[config.mk]
export PLATFORM = sky130hd
export DESIGN_NAME = mem_serial_host
export DESIGN_NICKNAME = d
export VERILOG_FILES = /design/src/rtl/mem_serial_host_pkg.sv /design/src/rtl/mem_serial_host_ser_shift_reg.sv /design/src/rtl/mem_serial_host.sv
export SDC_FILE = /design/constraint.sdc
export NUM_CORES = 1
export LEC_CHECK = 0
export ABC_AREA = 1
export CAP_MARGIN = 25
export CORE_ASPECT_RATIO = 1.1
export CORE_MARGIN = 2
export CORE_UTILIZATION = 40
export CTS_CLUSTER_DIAMETER = 50
export CTS_CLUSTER_SIZE = 14
export DETAILED_ROUTE_END_ITERATION = 8
export SYNTH_ARGS = -nofsm -noshare
export SYNTH_HDL_FRONTEND = slang
export SYNTH_SLANG_ARGS = --single-unit
[constraint.sdc]
create_clock -name clk -period 2.7 [get_ports clk]
set_input_delay 0.405 -clock clk [delete_from_list [all_inputs] [get_ports clk]]
set_output_delay 0.405 -clock clk [all_outputs]
set_load 0.01 [all_outputs]
[src/rtl/mem_serial_host_pkg.sv]
// Shared definitions for the memory serial command host.
// Default field widths, FSM state encoding and beat-count helpers.
// Pure declarations; no logic, no latency, no flow control.
package mem_serial_host_pkg;

   localparam int ADDR_BITS_DEF   = 6;
   localparam int DATA_BITS_DEF   = 8;
   localparam int SERIAL_BITS_DEF = 2;
   localparam int TIMEOUT_DEF     = 255;

   typedef enum logic [2:0] {
      ST_IDLE,
      ST_CMD,
      ST_ADDR,
      ST_DATA,
      ST_WAIT,
      ST_RESP
   } state_e;

   // Number of serial beats needed to carry a field of 'bits' bits.
   function automatic int beats_for(input int bits, input int sb);
      return (bits + sb - 1) / sb;
   endfunction

   function automatic int max2(input int a, input int b);
      return (a > b) ? a : b;
   endfunction

endpackage

[src/rtl/mem_serial_host_ser_shift_reg.sv]
// Parameterised shift register: parallel load, LSB-first shift-out, MSB-side shift-in.
// Latency: one cycle per operation; q_nxt exposes the value q takes at the next edge.
// No flow control: load has priority over shift-out, which has priority over shift-in.
module ser_shift_reg #(
   parameter int W  = 8,
   parameter int SB = 2
) (
   input  logic          clk,
   input  logic          rst_n,
   input  logic          load,
   input  logic [W-1:0]  load_dat,
   input  logic          shift_out,
   input  logic          shift_in,
   input  logic [SB-1:0] sin,
   output logic [W-1:0]  q,
   output logic [W-1:0]  q_nxt
);

   logic [W-1:0] word_q;
   logic [W-1:0] word_d;

   // Next word: load a new frame, drop the low beat, or push a beat in at the top.
   always_comb begin
      word_d = word_q;
      if (load) begin
         word_d = load_dat;
      end else if (shift_out) begin
         word_d = word_q >> SB;
      end else if (shift_in) begin
         word_d = (word_q >> SB) | (W'(sin) << (W - SB));
      end
   end

   // Word register, cleared on reset.
   always_ff @(posedge clk or negedge rst_n) begin
      if (!rst_n) begin
         word_q <= '0;
      end else begin
         word_q <= word_d;
      end
   end

   assign q     = word_q;
   assign q_nxt = word_d;

endmodule

[src/rtl/mem_serial_host.sv]
// Host initiator: turns parallel read/write requests into serial command frames and reassembles serial read replies.
// Latency: CMD beat one cycle after accept; write frame 1+AB+DB cycles; rsp one cycle after the last reply beat.
// Backpressure: req_ready is high only while idle; reply beats may arrive with gaps, a silent reply times out.
module mem_serial_host
   import mem_serial_host_pkg::*;
#(
   parameter int ADDR_BITS   = ADDR_BITS_DEF,
   parameter int DATA_BITS   = DATA_BITS_DEF,
   parameter int SERIAL_BITS = SERIAL_BITS_DEF,
   parameter int TIMEOUT     = TIMEOUT_DEF
) (
   input  logic                   clk,
   input  logic                   rst_n,
   input  logic                   req_valid,
   output logic                   req_ready,
   input  logic                   req_write,
   input  logic [ADDR_BITS-1:0]   req_addr,
   input  logic [DATA_BITS-1:0]   req_wdata,
   output logic                   ser_valid,
   output logic [SERIAL_BITS-1:0] ser_out,
   input  logic                   ser_in_vld,
   input  logic [SERIAL_BITS-1:0] ser_in,
   output logic                   rsp_valid,
   output logic [DATA_BITS-1:0]   rsp_data,
   output logic                   rsp_tmo
);

   localparam int AB  = beats_for(ADDR_BITS, SERIAL_BITS);
   localparam int DB  = beats_for(DATA_BITS, SERIAL_BITS);
   localparam int AW  = AB * SERIAL_BITS;
   localparam int DW  = DB * SERIAL_BITS;
   localparam int TW  = AW + DW;
   localparam int BCW = $clog2(max2(AB, DB) + 1);
   localparam int TCW = $clog2(TIMEOUT + 1);

   state_e                state_q, state_d;
   logic                  wr_q, wr_d;
   logic [BCW-1:0]        bcnt_q, bcnt_d;
   logic [TCW-1:0]        tmo_q, tmo_d;
   logic                  rsp_valid_q, rsp_valid_d;
   logic                  rsp_tmo_q, rsp_tmo_d;
   logic [DATA_BITS-1:0]  rsp_data_q, rsp_data_d;

   logic                  tx_load;
   logic                  tx_shift;
   logic [TW-1:0]         tx_load_dat;
   logic [TW-1:0]         tx_q;
   logic [TW-1:0]         tx_q_nxt;
   logic                  rx_shift;
   logic [DW-1:0]         rx_q;
   logic [DW-1:0]         rx_q_nxt;
   logic [AW-1:0]         addr_pad;
   logic [DW-1:0]         data_pad;
   logic                  unused_bits;

   // Tx frame image: data above address, both zero-padded to whole beats so the low beat goes first.
   always_comb begin
      addr_pad                 = '0;
      data_pad                 = '0;
      addr_pad[ADDR_BITS-1:0]  = req_addr;
      data_pad[DATA_BITS-1:0]  = req_wdata;
      tx_load_dat              = {data_pad, addr_pad};
   end

   ser_shift_reg #(
      .W  (TW),
      .SB (SERIAL_BITS)
   ) u_tx (
      .clk       (clk),
      .rst_n     (rst_n),
      .load      (tx_load),
      .load_dat  (tx_load_dat),
      .shift_out (tx_shift),
      .shift_in  (1'b0),
      .sin       ('0),
      .q         (tx_q),
      .q_nxt     (tx_q_nxt)
   );

   ser_shift_reg #(
      .W  (DW),
      .SB (SERIAL_BITS)
   ) u_rx (
      .clk       (clk),
      .rst_n     (rst_n),
      .load      (1'b0),
      .load_dat  ('0),
      .shift_out (1'b0),
      .shift_in  (rx_shift),
      .sin       (ser_in),
      .q         (rx_q),
      .q_nxt     (rx_q_nxt)
   );

   // Only the low tx beat and the rx next-word are consumed.
   assign unused_bits = ^{tx_q[TW-1:SERIAL_BITS], tx_q_nxt, rx_q};

   // Next-state, beat/timeout counters and response generation.
   always_comb begin
      state_d     = state_q;
      wr_d        = wr_q;
      bcnt_d      = bcnt_q;
      tmo_d       = '0;
      rsp_valid_d = 1'b0;
      rsp_tmo_d   = 1'b0;
      rsp_data_d  = rsp_data_q;
      tx_load     = 1'b0;
      tx_shift    = 1'b0;
      rx_shift    = 1'b0;
      case (state_q)
         ST_IDLE: begin
            if (req_valid) begin
               wr_d    = req_write;
               tx_load = 1'b1;
               state_d = ST_CMD;
            end
         end
         ST_CMD: begin
            bcnt_d  = '0;
            state_d = ST_ADDR;
         end
         ST_ADDR: begin
            tx_shift = 1'b1;
            if (bcnt_q == BCW'(AB - 1)) begin
               bcnt_d  = '0;
               state_d = wr_q ? ST_DATA : ST_WAIT;
            end else begin
               bcnt_d = bcnt_q + BCW'(1);
            end
         end
         ST_DATA: begin
            tx_shift = 1'b1;
            if (bcnt_q == BCW'(DB - 1)) begin
               bcnt_d  = '0;
               state_d = ST_IDLE;
            end else begin
               bcnt_d = bcnt_q + BCW'(1);
            end
         end
         ST_WAIT: begin
            // Timeout response is launched one cycle early so it is visible
            // exactly when the counter reads TIMEOUT; leave on that cycle.
            tmo_d = tmo_q + TCW'(1);
            if (tmo_q == TCW'(TIMEOUT)) begin
               tmo_d   = '0;
               state_d = ST_IDLE;
            end else if (ser_in_vld) begin
               rx_shift = 1'b1;
               tmo_d    = '0;
               if (DB == 1) begin
                  rsp_valid_d = 1'b1;
                  rsp_data_d  = rx_q_nxt[DATA_BITS-1:0];
                  state_d     = ST_IDLE;
               end else begin
                  bcnt_d  = BCW'(1);
                  state_d = ST_RESP;
               end
            end else if (tmo_q == TCW'(TIMEOUT - 1)) begin
               rsp_valid_d = 1'b1;
               rsp_tmo_d   = 1'b1;
            end
         end
         ST_RESP: begin
            if (ser_in_vld) begin
               rx_shift = 1'b1;
               if (bcnt_q == BCW'(DB - 1)) begin
                  rsp_valid_d = 1'b1;
                  rsp_data_d  = rx_q_nxt[DATA_BITS-1:0];
                  bcnt_d      = '0;
                  state_d     = ST_IDLE;
               end else begin
                  bcnt_d = bcnt_q + BCW'(1);
               end
            end
         end
         default: begin
            state_d = ST_IDLE;
         end
      endcase
   end

   // Control and response registers; reset drops any frame in flight.
   always_ff @(posedge clk or negedge rst_n) begin
      if (!rst_n) begin
         state_q     <= ST_IDLE;
         wr_q        <= 1'b0;
         bcnt_q      <= '0;
         tmo_q       <= '0;
         rsp_valid_q <= 1'b0;
         rsp_tmo_q   <= 1'b0;
         rsp_data_q  <= '0;
      end else begin
         state_q     <= state_d;
         wr_q        <= wr_d;
         bcnt_q      <= bcnt_d;
         tmo_q       <= tmo_d;
         rsp_valid_q <= rsp_valid_d;
         rsp_tmo_q   <= rsp_tmo_d;
         rsp_data_q  <= rsp_data_d;
      end
   end

   // Serial and handshake outputs decoded from the current state only.
   always_comb begin
      req_ready = (state_q == ST_IDLE);
      ser_valid = 1'b0;
      ser_out   = '0;
      case (state_q)
         ST_CMD: begin
            ser_valid = 1'b1;
            ser_out   = SERIAL_BITS'(wr_q);
         end
         ST_ADDR, ST_DATA: begin
            ser_valid = 1'b1;
            ser_out   = tx_q[SERIAL_BITS-1:0];
         end
         default: begin
            ser_valid = 1'b0;
         end
      endcase
   end

   assign rsp_valid = rsp_valid_q;
   assign rsp_tmo   = rsp_tmo_q;
   assign rsp_data  = rsp_data_q;

endmodule

# --- Word level (Yosys, flattened, before mapping) ---
# Index checks and enable logic that the tools add are counted.
op_classes:
  add_sub_neg: 2
  n_shift: 0
  div: 0
  n_reduce_logical: 9
  multipliers: 0
  n_eq_ne: 15
  muxes: 35
  n_bitwise: 1
  order_cmp: 0
ops:
  columns: ["operator", "n"]
  rows:
  - ["$mux 3", 12]
  - ["$mux 8", 4]
  - ["$mux 14", 2]
  - ["$pmux 3 s6", 1]
  - ["$eq 8x8->1 const B", 2]
  - ["$pmux 3 s5", 1]
  - ["$eq 3x2->1 const B", 4]
  - ["$mux 1", 12]
  - ["$ne 2x2->1 const B", 5]
  - ["$add 8x1->8 const B", 1]
  - ["$or 6x8->8", 1]
  - ["$reduce_and 4->1", 2]
  - ["$eq 3x3->1 const B", 2]
  - ["$reduce_bool 5->1", 1]
  - ["$pmux 1 s2", 2]
  - ["$pmux 2 s2", 1]
  - ["$add 3x1->3 const B", 1]
  - ["$eq 3x1->1 const B", 1]
  - ["$logic_not 3->1", 1]
  - ["$ne 3x3->1 const B", 1]
  - ["$reduce_and 3->1", 1]
  - ["$reduce_or 3->1", 1]
  - ["$reduce_and 2->1", 1]
  - ["$reduce_bool 2->1", 1]
  - ["$reduce_or 2->1", 1]
totals:
  latch_bits: 0
  wordCells: 71
  rom_bits: 0
  ram_bits: 0
  mem_count: 0
  output_inout_bits: 14
  input_bits: 21
  register_bits: 47

# --- Depth between registers and ports, before layout ---
# Gate-level depths: netlist (run 1).
depth:
  word_depth: 5
  mapped_depth: 9
  mapped_depth_nobuf: 9

# --- By module ---
# From an unflattened synthesis (run 1), not the netlist that was laid out.
unflattened:
  hier_cells: 350
  area_unflattened_um2: 2751.4
modules_own_cells:
  columns: ["mod", "area_each_um2", "cells_per_inst", "instances"]
  rows:
  - ["mem_serial_host", 1455.1, 178, 1]
  - ["ser_shift_reg at u_tx", 857.1, 109, 1]
  - ["ser_shift_reg at u_rx", 439.2, 63, 1]

# --- Worst setup path before layout (run 1) ---
# No wires, ideal clock.
synth_timing:
  path_kind: "register to output"
  from: "reg state_q[2]"
  to: "out ser_out[0]"
  required_time_ns: 2.295
  setup_slack_ns: 1.172
  stages_incl_launch_ff: 6
  t_arrival_ns: 1.123
  cell_sequence: "dfrtp_1 > inv_1 > nand2_1 > clkinv_1 > nand2_1 > o21ai_0"
synth_via:
  elab_chain_len: 3
synth_rtl:
  columns: ["element", "line", "text"]
  rows:
  - ["from (decl)", "mem_serial_host.sv:36", "state_e state_q, state_d;"]
  - ["from (signal assigned)", "mem_serial_host.sv:193", "state_q <= state_d;"]
  - ["$eq 3x2->1", "mem_serial_host.sv:208", "case (state_q)"]
  - ["$reduce_or 2->1 (no source line)", null, null]
  - ["$pmux 2 s2 (*)", "mem_serial_host.sv:208", null]
  - ["to (decl)", "mem_serial_host.sv:20", "output logic [SERIAL_BITS-1:0] ser_out,"]
# Every way passes the cells marked *; elsewhere a longest branch is shown, timed or not.

# --- Worst setup path in the final report (run 1) ---
# Same ends and word-level chain as after synthesis.

==> results of run 1 <==
[report_power, final]
group | switching, mW | internal [mW]
logic | 0.506 | 0.341
clock network | 0.220 | 0.234
registers | 0.113 | 0.905
total | 0.839 | 1.48
[registers in the layout (all words and copies together), names as in the netlist]
signal / cells
state_q: 3
u_rx.q: 8
rsp_tmo: 1
tmo_q: 8
rsp_valid: 1
bcnt_q: 3
rsp_data: 8
wr_q: 1
u_tx.q: 14
[routing by layer]
| layer | track usage | wire (um) | vias to the layer above |
|---|---|---|---|
| met5 | 0 | 0 | - |
| met4 | 0.0595 | 65 | 0 |
| met3 | 0.0346 | 178 | 4 |
| met2 | 0.257 | 1980 | 38 |
| met1 | 0.196 | 2130 | 838 |
| li1 | - | - | 962 |
[per-stage QoR]
| step | hold WS, ns | worst slack [ns] | std cells | util |
|---|---|---|---|---|
| floorplan | 0.109 | 1.17 | 283 | - |
| global placement | 0.465 | 0.609 | 391 | 0.477 |
| detailed placement | 0.472 | 0.551 | 391 | 0.477 |
| CTS | 0.217 | 0.218 | 399 | 0.494 |
| global route | 0.248 | 0.0570 | 399 | 0.494 |
| finish | 0.178 | 0.229 | 399 | 0.494 |
[layout make-up]
type | instances | area, sq um | share of cell area
Sequential cell | 47 | 1180 | 0.418
Inverter | 44 | 165 | 0.0586
Tap cell | 77 | 96.3 | 0.0342
Timing Repair Buffer | 36 | 350 | 0.124
Clock buffer | 8 | 100 | 0.0355
Multi-Input combinational cell | 187 | 928 | 0.330
[path summary, 6_finish.rpt]
| kind | slack, ns | start | cells past startpoint | endpoint |
|---|---|---|---|---|
| worst min-delay path | 0.18 | rst_n | 2 | rsp_data[1] |
| worst max-delay path | 0.23 | state_q[2] | 6 | ser_out[0] |
| worst min register to register | 0.49 | u_tx.q[4] | 2 | u_tx.q[4] |
| max in group asynchronous | 2.12 | rst_n | 2 | state_q[2] |
| worst max register to register | 1.01 | state_q[1] | 7 | rsp_data[4] |
| min in group clk | 0.49 | u_tx.q[4] | 2 | u_tx.q[4] |
[cells by family (layout without fill, tap and decap cells)]
group	after synthesis	after routing	share of synthesized area
xor+xnor	2	2	0.00754
simple gates	148	148	0.289
fa+ha+maj	6	6	0.0323
compound gates	31	31	0.0711
flops	47	47	0.506
buf+inv	49	88	0.0937
[placed cells by master (no fill, tap or decap), drive strengths merged, types with 3 or more instances in the layout]
master,n
clkdlybuf4s50,33
a21oi,4
clkbuf,8
o211ai,4
buf,3
o21ai,23
nand2,81
nor2,18
inv,43
nand4,4
ha,6
and2,9
dfrtp,47
nand3,32
==> results.toml, run 1 <==
[timing]
maxSlewViolCount = 0
setup_viol = 0
setup_tns_ns = 0
slew_headroom = 0.616
skew_ns = 0.00536
period_share = 0.915
period_minus_slack_ns = 2.47
hold_viol_final = 0
max_freq_mhz = 405
rsz0062_at_grt = "no"
worst_pin_slew_ns = 0.577

[synth]
synth_top_area_frac = 0.506
avgSynthCellArea_sq_um = 8.21
synth.area.top_cells = "dfrtp_1 51%, nand2_1 12%, nand3_1 6.5%"
synth.cell_area_sq_um = 2320
ys_seq_area_frac = 0.506
yosysTopAreaCell = "dfrtp_1"
synth_nets = 310
synth-edff-count = 0
async_flop_share = 1.00
yosysUniqueCellTypes = 23
synthCells = 283
synthFlopType = "dfrtp_1"
yosysMostFrequentCell = "nand2_1"
ys_ff_latch = 47
yosysWarnings = 0
synthTopCellsByCount = "77 x nand2_1, 47 x dfrtp_1, 37 x inv_1, 30 x nand3_1, 23 x o21ai_0"

[detailed_routing]
drc_errors = 0
ant_nets = 0
drt_iter0_drc = 65
vias = 1842
vias_per_cell = 4.62
drt-total-wl_um = 4360
firstDrtPassIters = 4
detail_route.wl_per_cell_um = 10.9

[floorplanning]
die_height_um = 83.9
fp.dieW_um = 76.7
die_area_sq_um = 6430
num_io_pins = 35
rows = 29
start_util = 0.408
core_area_sq_um = 5700

[place]
place_area_sq_um = 2720
gp_congestion = 0.821
hpwlAfterDp_um = 3250
port_buffers = 34

[clocking]
postCtsSetupBuffers = 0
insertion_delay_ns = 0.29
cts.repair.resized = 0
cts_tree = "yes"
cts_sinks = 47
path_clk_slew_ns = 0.08
htree_levels = 2
cts_buffer_depth = 2
cts-root-buf = "clkbuf_8"
cts_hold_buf = 0
numCtsBuffers = 5

[layout]
drive_above_1_share = 0.0839
nets = 348
design_area_sq_um = 2820
areaGrowthSynthToFinish_pct = 21.3
n_fill_cell = 583
antennaDiodeCount = 0

[setup_path]
end_kind = "primary output"
critPathSlowestCell = "dfrtp_1"
path_cells = "inv_1 -> nand2_1 -> clkinv_1 -> nand2_1 -> o21ai_0 -> clkdlybuf4s50_1"
cp.required_ns = 2.30
critPathTopFamily = "buffers and inverters"
cp_max_fo = 9
start_kind = "flip-flop"
cpMostUsedCell = "nand2_1"
max_stage_delay_ns = 0.49
critPathBufInv = 3
critPathArrivalTime_ns = 2.07
critical_path_class = "reg2out"

[global_route]
grt_max_degree = 48
grt_pass1_wl_um = 8030
overflow = 0
track_usage = 0.155
grt_pass1_vias = 1793
antenna_found_initial = 0

[power_and_ir_drop]
p_total_mw = 2.32
peakVddDrop_v = 0.000425
power.density_nw_per_um2 = 823
leakage_nw = 1.34

[flow_run]
drv_cap = 0

[worst_hold_path]
hp-class = "in2async"

[status]
status = "complete, no violations"
(Power assumes the default switching activity.)
==> run 2: changes to the inputs <==
--- a/config.mk
+++ b/config.mk
@@ -13,6 +13,7 @@
 export CTS_CLUSTER_DIAMETER = 50
 export CTS_CLUSTER_SIZE = 14
 export DETAILED_ROUTE_END_ITERATION = 8
+export REMOVE_ABC_BUFFERS = 1
 export SYNTH_ARGS = -nofsm -noshare
 export SYNTH_HDL_FRONTEND = slang
 export SYNTH_SLANG_ARGS = --single-unit
==> run 2 against run 1 <==
  * Maximum frequency increased by 0.94%
  * Global-route usage decreased by 0.22 points
  * Critical path depth unchanged
  * Sequential cell count unchanged
  * Combinational power decreased by 0.7%
  * Utilization decreased by 0.33 points
  * Clock power decreased by 11%
  * Via count decreased by 1.1%
  * Worst hold slack improved by 0.0094 ns
  * Clock skew increased by 0.0031 ns
  * Register-to-register slack improved by 0.04 ns
  * Sequential share of layout area increased by 0.28 points
  * Largest cell class unchanged
  * Highest routed layer unchanged
==> results.toml, run 2 (synthesized netlist as in run 1, its figures left out) <==
[global_route]
overflow = 0
grtUsageMet3 = 0.0368
track_usage = 0.152
busiest_layer = "met2"
grt_pass1_vias = 1800
met2_usage = 0.255
antenna_found_initial = 0
grt_max_degree = 48
grt_use_met1 = 0.186
grt_pass1_wl_um = 7770

[power_and_ir_drop]
p_int_mw = 1.43
power_switching_mw = 0.832
leakage_nw = 1.34
pwr-share-seq = 0.450
peakVddDrop_v = 0.000511
combPwrFrac = 0.372
pwr-share-clk = 0.179
power.density_nw_per_um2 = 808
p_total_mw = 2.26
p_sw_frac = 0.368

[floorplanning]
die_area_sq_um = 6430
num_io_pins = 35
rows = 29
die_height_um = 83.9
start_util = 0.408
fp.dieW_um = 76.7
core_area_sq_um = 5700

[setup_path]
critPathBufInv = 3
critical_path_class = "reg2out"
cpMostUsedCell = "nand2_1"
start_kind = "flip-flop"
end_kind = "primary output"
cp_max_fo = 9
critPathArrivalTime_ns = 2.04
critPathTopFamily = "buffers and inverters"
critPathSlowestCell = "clkdlybuf4s50_1"
path_cells = "inv_1 -> nand2_1 -> clkinv_1 -> nand2_1 -> o21ai_0 -> clkdlybuf4s50_1"
max_stage_delay_ns = 0.48
cp.required_ns = 2.30

[layout]
final_cell_count_no_fill = 399
final_cell_mix = "77 x nand2_1, 47 x dfrtp_1, 37 x inv_1"
nets = 348
design_area_sq_um = 2800
drive_above_1_share = 0.0807
areaGrowthSynthToFinish_pct = 20.5
largest_register_ffs = 14
final_common_cell = "nand2_1"
antennaDiodeCount = 0
utilization = 0.491

[timing]
hold_viol_final = 0
setup_viol = 0
setup_tns_ns = 0
max_freq_mhz = 408
whs_ns = 0.188
slew_headroom = 0.618
skew_ns = 0.00845
worst_slack_ns = 0.252
rsz0062_at_grt = "no"
maxSlewViolCount = 0
worst_pin_slew_ns = 0.573
period_share = 0.907
period_minus_slack_ns = 2.45

[clocking]
postCtsSetupBuffers = 0
numCtsBuffers = 5
htree_levels = 2
cts-root-buf = "clkbuf_8"
cts_hold_buf = 0
insertion_delay_ns = 0.30
cts_buffer_depth = 2
cts_tree = "yes"
cts.repair.resized = 0
cts_sinks = 47
path_clk_slew_ns = 0.08

[detailed_routing]
ant_nets = 0
vias = 1822
drt-total-wl_um = 4230
detail_route.wl_per_cell_um = 10.6
drc_errors = 0
drt_iter0_drc = 89
vias_per_cell = 4.57
firstDrtPassIters = 4

[status]
status = "complete, no violations"

[flow_run]
drv_cap = 0

[place]
gp_congestion = 0.745
place_area_sq_um = 2720
placedCellCount = 391
hpwlAfterDp_um = 3140
pre_cts_slack_ns = 0.559
port_buffers = 34

[worst_hold_path]
hp-class = "in2async"
[run 2: changes by cell type in the layout (fill, tap and decap cells not counted), sizes merged]
| cell | change |
|---|---|
| clkbuf | -1 |
| clkinv | +1 |
[run 2: routing by layer]
| layer | routed length [um] | vias to the layer above | share of wire |
|---|---|---|---|
| met5 | 0 | - | 0 |
| met4 | 85 | 0 | 0.020 |
| met3 | 147 | 6 | 0.035 |
| met2 | 2040 | 36 | 0.48 |
| met1 | 1960 | 813 | 0.46 |
| li1 | - | 967 | - |
[run 2: power by group through the flow]
stage / Combinational (mW) / Sequential [mW] / Clock, mW
floorplan: 0.580 / 1.01 / 0
global placement: 0.845 / 1.03 / 0
detailed placement: 0.852 / 1.03 / 0
CTS: 0.856 / 1.02 / 0.428
global route: 0.977 / 1.04 / 0.455
finish: 0.841 / 1.02 / 0.404
[run 2: worst register-to-register path: stages, from the launching register on]
cell and delay, ns:
dfrtp_1 0.41, ha_1 0.20, inv_1 0.06, nor2_2 0.17, nand3_2 0.22, nand2_2 0.21, nand2_1 0.09, nand3_1 0.07
o21ai_0 0.09
[run 2: cell type report]
cell class	count	area, sq um
inverter	44	165
fill	576	2900
clock buffer	7	76.3
timing repair buffer	36	350
tap	77	96.3
multi-input combinational	187	928
clock inverter	1	5.00
sequential	47	1180
[run 2: final timing paths]
check	start	end	slack [ns]	cells after the start
hold / removal	rst_n	rsp_data[4]	0.19	2
min in group clk	u_tx.q[4]	u_tx.q[4]	0.49	2
setup / recovery	state_q[2]	ser_out[0]	0.25	6
hold reg to reg	u_tx.q[4]	u_tx.q[4]	0.49	2
max in group asynchronous	rst_n	u_tx.q[11]	2.12	2
setup reg to reg	tmo_q[0]	rsp_data[1]	1.05	8
==> run 3: changes to the inputs <==
--- a/config.mk
+++ b/config.mk
@@ -8,7 +8,7 @@
 export ABC_AREA = 1
 export CAP_MARGIN = 25
 export CORE_ASPECT_RATIO = 1.1
-export CORE_MARGIN = 2
+export CORE_MARGIN = 3
 export CORE_UTILIZATION = 40
 export CTS_CLUSTER_DIAMETER = 50
 export CTS_CLUSTER_SIZE = 14
==> run 3 against run 2 <==
  * Register-to-register slack lost 0.08 ns
  * Clock power rose by 8.9%
  * Clock skew is 0.00056 ns higher
  * Combinational power fell by 0.6%
  * Via count is 1.0% higher
  * Utilization grew 1.9 points
  * Non-clock buffer count is the same
  * Worst hold slack lost 0.18 ns
  * Final area rose by 0.31%
  * First-iteration DRC count is 15% lower
  * Maximum frequency shrank 1.3%
  * Critical path depth stayed put
==> results.toml, run 3 (synthesized netlist as in run 1, its figures left out) <==
[timing]
setup_viol = 0
slew_headroom = 0.642
worst_pin_slew_ns = 0.537
maxSlewViolCount = 0
whs_ns = 0.00496
max_freq_mhz = 403
setup_tns_ns = 0
period_minus_slack_ns = 2.48
hold_viol_final = 0
rsz0062_at_grt = "no"
skew_ns = 0.00900
period_share = 0.919
worst_slack_ns = 0.220

[layout]
utilization = 0.510
final_cell_mix = "77 x nand2_1, 47 x dfrtp_1, 37 x inv_1"
final_cell_count_no_fill = 397
design_area_sq_um = 2810
drive_above_1_share = 0.0870
final_common_cell = "nand2_1"
largest_register_ffs = 14
antennaDiodeCount = 0
nets = 348
areaGrowthSynthToFinish_pct = 20.9

[worst_hold_path]
hp-class = "in2async"

[setup_path]
cp_max_fo = 9
critical_path_class = "reg2out"
end_kind = "primary output"
worstSetupEndpoint = "ser_out[0]"
startpoint = "state_q[2]"
cpMostUsedCell = "nand2_1"
r2r_end = "rsp_data[6]"
r2r_cells = 8
r2r_start = "tmo_q[0]"
critPathArrivalTime_ns = 2.08
critPathSlowestCell = "dfrtp_1"
regToRegSetupSlack_ns = 0.97
crit_cells = 6
cp.required_ns = 2.30
critPathTopFamily = "buffers and inverters"
max_stage_delay_ns = 0.49
path_cells = "inv_1 -> nand2_1 -> clkinv_1 -> nand2_1 -> o21ai_0 -> clkdlybuf4s50_1"
start_kind = "flip-flop"
critPathBufInv = 3

[clocking]
postCtsSetupBuffers = 0
cts_tree = "yes"
numCtsBuffers = 5
cts_sinks = 47
htree_levels = 2
cts_hold_buf = 0
path_clk_slew_ns = 0.09
cts_buffer_depth = 2
insertion_delay_ns = 0.30
cts-root-buf = "clkbuf_8"
cts.repair.resized = 0

[detailed_routing]
drt_iter0_drc = 76
detail_route.wl_per_cell_um = 11.3
firstDrtPassIters = 4
vias_per_cell = 4.64
drt-total-wl_um = 4470
vias = 1841
ant_nets = 0
drc_errors = 0

[place]
pre_cts_slack_ns = 0.557
placedCellCount = 389
place_area_sq_um = 2710
hpwlAfterDp_um = 3250
gp_congestion = 0.798
port_buffers = 34

[floorplanning]
die_area_sq_um = 6760
fp.dieW_um = 78.7
start_util = 0.422
die_height_um = 85.9
core_area_sq_um = 5500
num_io_pins = 35
rows = 28

[global_route]
overflow = 0
antenna_found_initial = 0
track_usage = 0.146
grt_pass1_vias = 1861
grt_max_degree = 34
grt_pass1_wl_um = 8050

[power_and_ir_drop]
leakage_nw = 1.33
peakVddDrop_v = 0.000342
p_total_mw = 2.29
power.density_nw_per_um2 = 816

[status]
status = "complete, no violations"

[flow_run]
drv_cap = 0
[run 3: cell types whose count changed in the layout (fill, tap and decap cells not counted), sizes merged]
cell	previous run	this run
clkinv	2	1
inv	43	44
clkinvlp	0	2
clkbuf	7	5
[run 3: layer usage]
metal / global-route usage / vias up / share of wire
met4: 0.0286 / 0 / 0.0085
met3: 0.0347 / 5 / 0.039
met2: 0.246 / 32 / 0.46
met1: 0.191 / 836 / 0.50
met5: 0 / - / 0
li1: - / 968 / -
[run 3: how the worst min path moves through the flow]
| stage | end | cells after the start |
|---|---|---|
| after global routing | tmo_q[2] | 1 |
| after detailed placement | tmo_q[2] | 1 |
| after floorplan | bcnt_q[0] | 0 |
| after CTS | tmo_q[2] | 1 |
| after global placement | tmo_q[2] | 1 |
| final | tmo_q[2] | 1 |
[run 3: power by group]
| part | internal, mW | switching (mW) |
|---|---|---|
| registers | 0.905 | 0.109 |
| clock network | 0.186 | 0.255 |
| logic | 0.341 | 0.495 |
| total | 1.43 | 0.859 |
[run 3: cell type report]
cell class | instances | area, sq um
fill | 555 | 2690
clock buffer | 5 | 68.8
sequential | 47 | 1180
tap | 75 | 93.8
clock inverter | 3 | 23.8
multi-input combinational | 187 | 928
inverter | 44 | 165
timing repair buffer | 36 | 350
